File: src/rtl/ext_pkg.sv
// ============================================================================
// ext_pkg : extend-op codes and occupancy encoding shared by the extender
// Revision: 1.0
// ============================================================================
`default_nettype none

package ext_pkg;

  localparam int EOP_W = 3;

  localparam logic [EOP_W-1:0] EOP_SGN   = 3'b000;
  localparam logic [EOP_W-1:0] EOP_ZER   = 3'b001;
  localparam logic [EOP_W-1:0] EOP_HIGH  = 3'b010;
  localparam logic [EOP_W-1:0] EOP_SGNSH = 3'b011;
  localparam logic [EOP_W-1:0] EOP_ZERSH = 3'b100;

  typedef enum logic [1:0] {
    EMPTY = 2'd0,
    ONE   = 2'd1,
    TWO   = 2'd2
  } occ_t;

endpackage

`default_nettype wire

File: src/rtl/ext_core.sv
// ============================================================================
// ext_core : combinational immediate extender, (imm, eop) -> (value, illegal)
// Revision: 1.0
// ============================================================================
`default_nettype none

module ext_core
  import ext_pkg::*;
#(
  parameter int IMM_W  = 16,
  parameter int DATA_W = 32,
  parameter int SHIFT  = 2
) (
  input  logic [IMM_W-1:0]  imm,
  input  logic [EOP_W-1:0]  eop,
  output logic [DATA_W-1:0] value,
  output logic              illegal
);

  localparam int Z = DATA_W - IMM_W;

  logic [DATA_W-1:0] sgn;
  logic [DATA_W-1:0] zer;

  assign sgn = {{Z{imm[IMM_W-1]}}, imm};
  assign zer = {{Z{1'b0}}, imm};

  always_comb begin
    value   = '0;
    illegal = 1'b0;
    case (eop)
      EOP_SGN:   value = sgn;
      EOP_ZER:   value = zer;
      EOP_HIGH:  value = {imm, {Z{1'b0}}};
      EOP_SGNSH: value = sgn << SHIFT;
      EOP_ZERSH: value = zer << SHIFT;
      default:   illegal = 1'b1;
    endcase
  end

endmodule

`default_nettype wire

File: src/rtl/ext_pipe.sv
// ============================================================================
// ext_pipe : registered immediate extender with valid/ready and 2-entry skid
// Revision: 1.0
// ============================================================================
`default_nettype none

module ext_pipe
  import ext_pkg::*;
#(
  parameter int IMM_W  = 16,
  parameter int DATA_W = 32,
  parameter int SHIFT  = 2
) (
  input  logic              clk,
  input  logic              reset,
  input  logic              flush,
  input  logic              in_valid,
  output logic              in_ready,
  input  logic [IMM_W-1:0]  imm,
  input  logic [EOP_W-1:0]  eop,
  output logic              out_valid,
  input  logic              out_ready,
  output logic [DATA_W-1:0] ext_out,
  output logic              bad_op
);

  if (IMM_W < 1 || IMM_W >= DATA_W || IMM_W + SHIFT > DATA_W) begin : g_param_check
    $error("ext_pipe: need 1 <= IMM_W < DATA_W and IMM_W+SHIFT <= DATA_W");
  end

  logic [DATA_W-1:0] value;
  logic              illegal;
  logic [DATA_W-1:0] skid;
  occ_t              state;
  logic              accept;
  logic              deliver;

  ext_core #(
    .IMM_W  (IMM_W),
    .DATA_W (DATA_W),
    .SHIFT  (SHIFT)
  ) u_core (
    .imm     (imm),
    .eop     (eop),
    .value   (value),
    .illegal (illegal)
  );

  assign accept  = in_valid & in_ready;
  assign deliver = out_valid & out_ready;

  // ext_out is the main register itself; in_ready/out_valid are registered
  // alongside the state so no handshake path is combinational.
  always_ff @(posedge clk or posedge reset) begin
    if (reset) begin
      state     <= EMPTY;
      out_valid <= 1'b0;
      in_ready  <= 1'b1;
      ext_out   <= '0;
      skid      <= '0;
      bad_op    <= 1'b0;
    end else if (flush) begin
      state     <= EMPTY;
      out_valid <= 1'b0;
      in_ready  <= 1'b1;
    end else begin
      if (accept && illegal) begin
        bad_op <= 1'b1;
      end
      case (state)
        EMPTY: begin
          if (accept) begin
            ext_out   <= value;
            state     <= ONE;
            out_valid <= 1'b1;
          end
        end
        ONE: begin
          if (accept && deliver) begin
            ext_out <= value;
          end else if (accept) begin
            skid     <= value;
            state    <= TWO;
            in_ready <= 1'b0;
          end else if (deliver) begin
            state     <= EMPTY;
            out_valid <= 1'b0;
          end
        end
        TWO: begin
          if (deliver) begin
            ext_out  <= skid;
            state    <= ONE;
            in_ready <= 1'b1;
          end
        end
        default: begin
          state     <= EMPTY;
          out_valid <= 1'b0;
          in_ready  <= 1'b1;
        end
      endcase
    end
  end

endmodule

`default_nettype wire

File: config.mk
export PLATFORM = sky130hd
export DESIGN_NAME = ext_pipe
export DESIGN_NICKNAME = d
export VERILOG_FILES = /design/src/rtl/ext_pkg.sv /design/src/rtl/ext_core.sv /design/src/rtl/ext_pipe.sv
export SDC_FILE = /design/constraint.sdc
export NUM_CORES = 1
export LEC_CHECK = 0
export ABC_AREA = 1
export BUFFER_PORTS_ARGS = -buffer_cell sky130_fd_sc_hd__buf_2
export CAP_MARGIN = 20
export CORE_MARGIN = 8
export CORE_UTILIZATION = 55
export CTS_BUF_LIST = sky130_fd_sc_hd__clkbuf_16
export CTS_CLUSTER_DIAMETER = 30
export DETAILED_ROUTE_END_ITERATION = 6
export GPL_ROUTABILITY_DRIVEN = 0
export PLACE_DENSITY = 0.78
export SYNTH_ARGS = -nofsm -noshare
export SYNTH_HDL_FRONTEND = slang
export SYNTH_SLANG_ARGS = --single-unit
File: constraint.sdc
create_clock -name clk -period 3.4 [get_ports clk]
set_input_delay 0.17 -clock clk [delete_from_list [all_inputs] [get_ports clk]]
set_output_delay 0.17 -clock clk [all_outputs]
set_load 0.01 [all_outputs]
-- Word-level counts from Yosys, hierarchy flattened
Cells that the tools add are included.
- bits in registers: 69
- bits of input ports: 24
- output and inout bits: 35
- logic and storage cells: 64
- equality and inequality tests: 18
- muxes and demuxes: 24
- bitwise logic cells: 4
- reductions and logical operators: 12
- operators by type and width (kind ; count):
    $pmux W32 S5 ; 1
    $mux W32 ; 3
    $pmux W32 S3 ; 1
    $ne A3 B3 Y1 const B ; 6
    $mux W2 ; 6
    $reduce_and A4 Y1 ; 3
    $mux W1 ; 10
    $ne A2 B2 Y1 const B ; 5
    $reduce_and A5 Y1 ; 2
    $eq A3 B2 Y1 const B ; 2
    $pmux W1 S3 ; 2
    $pmux W2 S3 ; 1
    $reduce_or A5 Y1 ; 1
    $ne A4 B4 Y1 const B ; 1
    $eq A3 B1 Y1 const B ; 1
    $eq A3 B3 Y1 const B ; 1
    $logic_not A3 Y1 ; 1
    $reduce_bool A3 Y1 ; 1
    $and A1 B1 Y1 ; 2
    $eq A2 B1 Y1 const B ; 1
    $eq A2 B2 Y1 const B ; 1
    $logic_and A1 B1 Y1 ; 2
    $logic_not A2 Y1 ; 1
    $not A1 Y1 ; 2
    $reduce_and A2 Y1 ; 1

-- Logic depth before layout (Yosys ltp)
- depth after elaboration: 6
- gate-level depth with buffers: 10
- depth with buffers taken out: 8

-- Modules after synthesis
From an unflattened synthesis, not the netlist that was laid out.
- cells, all modules: 482
- area total of the unflattened synthesis: 3691.0 µm²
- modules (own cells, without submodules) (module ; instances ; cells each ; area each (µm²) ; seq. area each (µm²)):
    ext_pipe ; 1 ; 393 ; 3163.0 ; 1727.9
    ext_core ; 1 ; 89 ; 528.0 ; 0.0

-- Worst setup path before layout
No wires, ideal clock.
- kind: reg-to-reg
- start point: register in_ready
- end point: register ext_out[15]
- setup time: 65 ps
- arrival: 1319 ps
- required time: 3335 ps
- setup slack: 2016 ps
- cell stages (with the launch flop): 10
- buffers on the path: 1
- period minus slack after synthesis: 1384 ps
- cell sequence: dfstp_2 -> nand2_1 -> inv_1 -> nand2_1 -> nand2_1 -> nand2_2 -> buf_2 -> nor2_1 -> nand2_1 -> nand2_1
- cells in the longest elaborated chain, start to end: 4
- elaborated cells between the ends (all ways): 5
- classes of those cells: eq/ne (2); bitwise (1); reduce/logical (2)
- RTL lines (what ; RTL line ; source):
    start: declaration ; ext_pipe.sv:18 ; output logic in_ready,
    start signal: assignment ; ext_pipe.sv:58 ; in_ready <= 1'b1;
    start signal: assignment ; ext_pipe.sv:65 ; in_ready <= 1'b1;
    start signal: assignment ; ext_pipe.sv:84 ; in_ready <= 1'b0;
    $and A1 B1 Y1 * ; ext_pipe.sv:49 ; assign accept = in_valid & in_ready;
    $logic_and A1 B1 Y1 ; ext_pipe.sv:79 ; if (accept && deliver) begin
    $ne A2 B2 Y1 (no source line) ; n/a ;
    $reduce_and A5 Y1 (no source line) * ; n/a ;
    end signal: assignment ; ext_pipe.sv:73 ; ext_out <= value;
    end signal: assignment ; ext_pipe.sv:80 ; ext_out <= value;
    end signal: assignment ; ext_pipe.sv:92 ; ext_out <= skid;
    end: declaration ; ext_pipe.sv:23 ; output logic [DATA_W-1:0] ext_out,
Mark *: on every way between the ends. The rest lies on a longest branch, timed or not.
A chain may end at the register's enable or synchronous reset.

-- Worst setup path in the final report
- start point: register state[1]
- end point: register skid[16]
- cells in the longest elaborated chain, start to end: 2
- RTL lines (what ; RTL line ; source):
    start: declaration ; ext_pipe.sv:34 ; occ_t state;
    start signal: assignment ; ext_pipe.sv:56 ; state <= EMPTY;
    start signal: assignment ; ext_pipe.sv:63 ; state <= EMPTY;
    start signal: assignment ; ext_pipe.sv:74 ; state <= ONE;
    $eq A2 B1 Y1 ; ext_pipe.sv:70 ; case (state)
    $reduce_and A4 Y1 (no source line) ; n/a ;
    end signal: assignment ; ext_pipe.sv:82 ; skid <= value;
    end: declaration ; ext_pipe.sv:33 ; logic [DATA_W-1:0] skid;
No other way between the ends.

==> results.yml <==
floorplanning:
  die_width_um: 97.5
  rows: 29
  die_h_um: 97.5
  die_area_sq_mm: 0.00952
  io_pins: 59
  design.core.area_sq_mm: 0.00639
  initial_core_util_pct: 57.3
final_layout:
  diodes: 0
  fillCellCount: 573
  multi_input_comb_area_sq_mm: 0.00167
  ff_latch_area_sq_mm: 0.00173
  stdcell_count: 624
  nets: 566
  layout-drive-gt1-share_pct: 17.0
  area_growth_pct: 14.7
yosys:
  ys_seq_elements: 69
  syn_area_per_cell_sq_um: 7.40
  synth_nets: 518
  synth_common_cells: "nand2_1, dfrtp_1, nor2_1"
  synth_seq_area_share_pct: 47.2
  synth_top_area_share_pct: 46.5
  ys_warn_count: 0
  synth-async-reset-ratio_pct: 100
  netlist_top_cells_area: "dfrtp_1, nand2_1, nor2_1"
  synthFlopType: "dfrtp_1"
  synth-edff-count: 0
  synth_cell_types: 28
  syn-cell-area_sq_mm: 0.00366
  postSynthCellCount: 494
  yosysMostFrequentCell: "nand2_1"
  yosys.area.top_type: "dfrtp_1"
flow_run:
  timing.max_cap.violations: 0
drt:
  via_count: 3306
  wire_per_inst_um: 13.8
  drtIter0Drc: 212
  drc: 0
  wirelength_um: 8630
  firstDrtPassIters: 4
  avgViaCountPerCell: 5.30
  ant_nets: 0
setup_path:
  cp_cell_sequence: "nor2_1 -> nand3_1 -> nor2_4 -> buf_4 -> inv_2 -> nand2_1 -> o21ai_0"
  start_kind: "flop"
  critical_path_required_ns: 3.59
  max_stage_delay_ns: 0.42
  crit_path_top_delay_cell: "dfrtp_1"
  critPathKind: "flop to flop"
  crit_path_end_kind: "flop"
  crit_arrival_ns: 2.04
  crit_fanout: 33
grt:
  grt_max_degree: 65
  grt_pass1_wl_um: 14700
  gr-total-overflow: 0
  antenna_found_initial: 0
  grt_pass1_vias: 3255
  globalRouteTotalUtil_pct: 18.3
pwr:
  ir_worst_vdd_mv: 0.429
  power.leakage_uw: 0.00243
  power_density_mw_per_mm2: 733
timing:
  rsz0062_at_grt: "no"
  hold_ws_ns: 0.152
  finalSetupViolations: 0
  finalHoldViolCount: 0
  finalSetupTns_ns: 0
  slew_violations: 0
  slew_headroom_pct: 51.6
  worst_slew_pin_slew_ns: 0.723
  period_minus_slack_ns: 1.85
  finalCritPeriodShare_pct: 54.4
  fin_skew_ns: 0.00458
  fmax_ghz: 0.541
cts:
  clock_latency_ns: 0.33
  clock-root-buffer: "clkbuf_16"
  cts_resized: 0
  clk_path_buf_depth: 2
  postCtsSetupBuffers: 0
  cts-buffers-inserted: 9
  clock-sinks: 69
  htreeDepth: 3
  ctsHoldBuffers: 0
  cts_tree: "done"
  clkTransAtPathRegs_ns: 0.05
min_path:
  hp-class: "input pin to flop"
placement:
  dp_cells: 604
  port_buffers: 58
  dp_hpwl_um: 5720
status:
  status: "finished clean"
final timing paths:
check	slack, ns	cells after the start	from	endpoint
worst max-delay path	1.55	7	state[1]	skid[16]
worst min-delay path	0.15	4	flush	bad_op
worst max register to register	1.55	7	state[1]	skid[16]
worst min register to register	0.47	2	ext_out[28]	ext_out[28]
max in group asynchronous	2.14	5	reset	skid[20]
min in group asynchronous	0.41	3	reset	state[0]
stage by stage:
step                      setup WS (ns)  power [uW]  cell area [sq um]  utilization, %
after CTS                          1.28        3080               4120            64.5
after global placement             1.40        2230               3870            60.5
after detailed placement           1.30        2270               3870            60.5
final                              1.55        3080               4200            65.7
after global routing               1.35        3300               4200            65.7
after floorplan                    1.49        1960               3660               -
registers in the layout, summed over array words and instances (netlist names):
signal / cells
in_ready: 1
bad_op: 1
skid: 32
out_valid: 1
state: 2
ext_out: 32
cells by family after synthesis:
logic type	count (synthesis)	share of synthesized area [%]
AOI/OAI and AO/OA	42	7.12
buffers and inverters	45	7.18
DFF	69	47.2
and+or+nand+nor	338	38.5
per-layer routing:
metal | track usage [%] | vias to the layer above | part of all wire, %
met5 | 0 | - | 0
met4 | 8.16 | 0 | 2.4
met3 | 5.12 | 22 | 5.9
met2 | 30.1 | 95 | 48
met1 | 21.6 | 1539 | 44
li1 | - | 1650 | -
area by class of cell:
class,count,share of cell area (%)
Timing Repair Buffer,64,9.12
Inverter,18,1.67
Multi-Input combinational cell,380,39.7
Clock buffer,9,5.37
Tap cell,77,2.30
Clock inverter,7,0.656
Sequential cell,69,41.2
cells in the final DEF, fill, tap and decap left out, drive strengths merged:
| cell type | Yosys | layout |
|---|---|---|
| buf | 26 | 63 |
| o21bai | 1 | 1 |
| nor3 | 2 | 2 |
| o21ai | 28 | 28 |
| nand4 | 1 | 1 |
| o21a | 13 | 13 |
| dlygate4sd3 | 0 | 1 |
| nand3 | 49 | 49 |
| nand2 | 216 | 216 |
| clkinv | 0 | 3 |
| clkbuf | 1 | 9 |
| nor2 | 70 | 70 |
| dfrtp | 68 | 68 |
| dfstp | 1 | 1 |
| inv | 18 | 22 |
report_power, final:
group | internal (uW) | switching (uW) | leakage [uW] | total (uW)
combinational | 384 | 563 | 0.00141 | 947
clock | 476 | 330 | 0.000139 | 806
sequential | 1150 | 174 | 0.000879 | 1330
total | 2010 | 1070 | 0.00243 | 3080
critical path: cells and delay by family (launching register included):
family                 cells  cell delay [ns]
AO/OA/AOI/OAI              1             0.09
flip-flops                 1             0.42
buffers and inverters      2             0.63
AND/OR/NAND/NOR            4             0.54
Power figures use the tool's default switching activity.
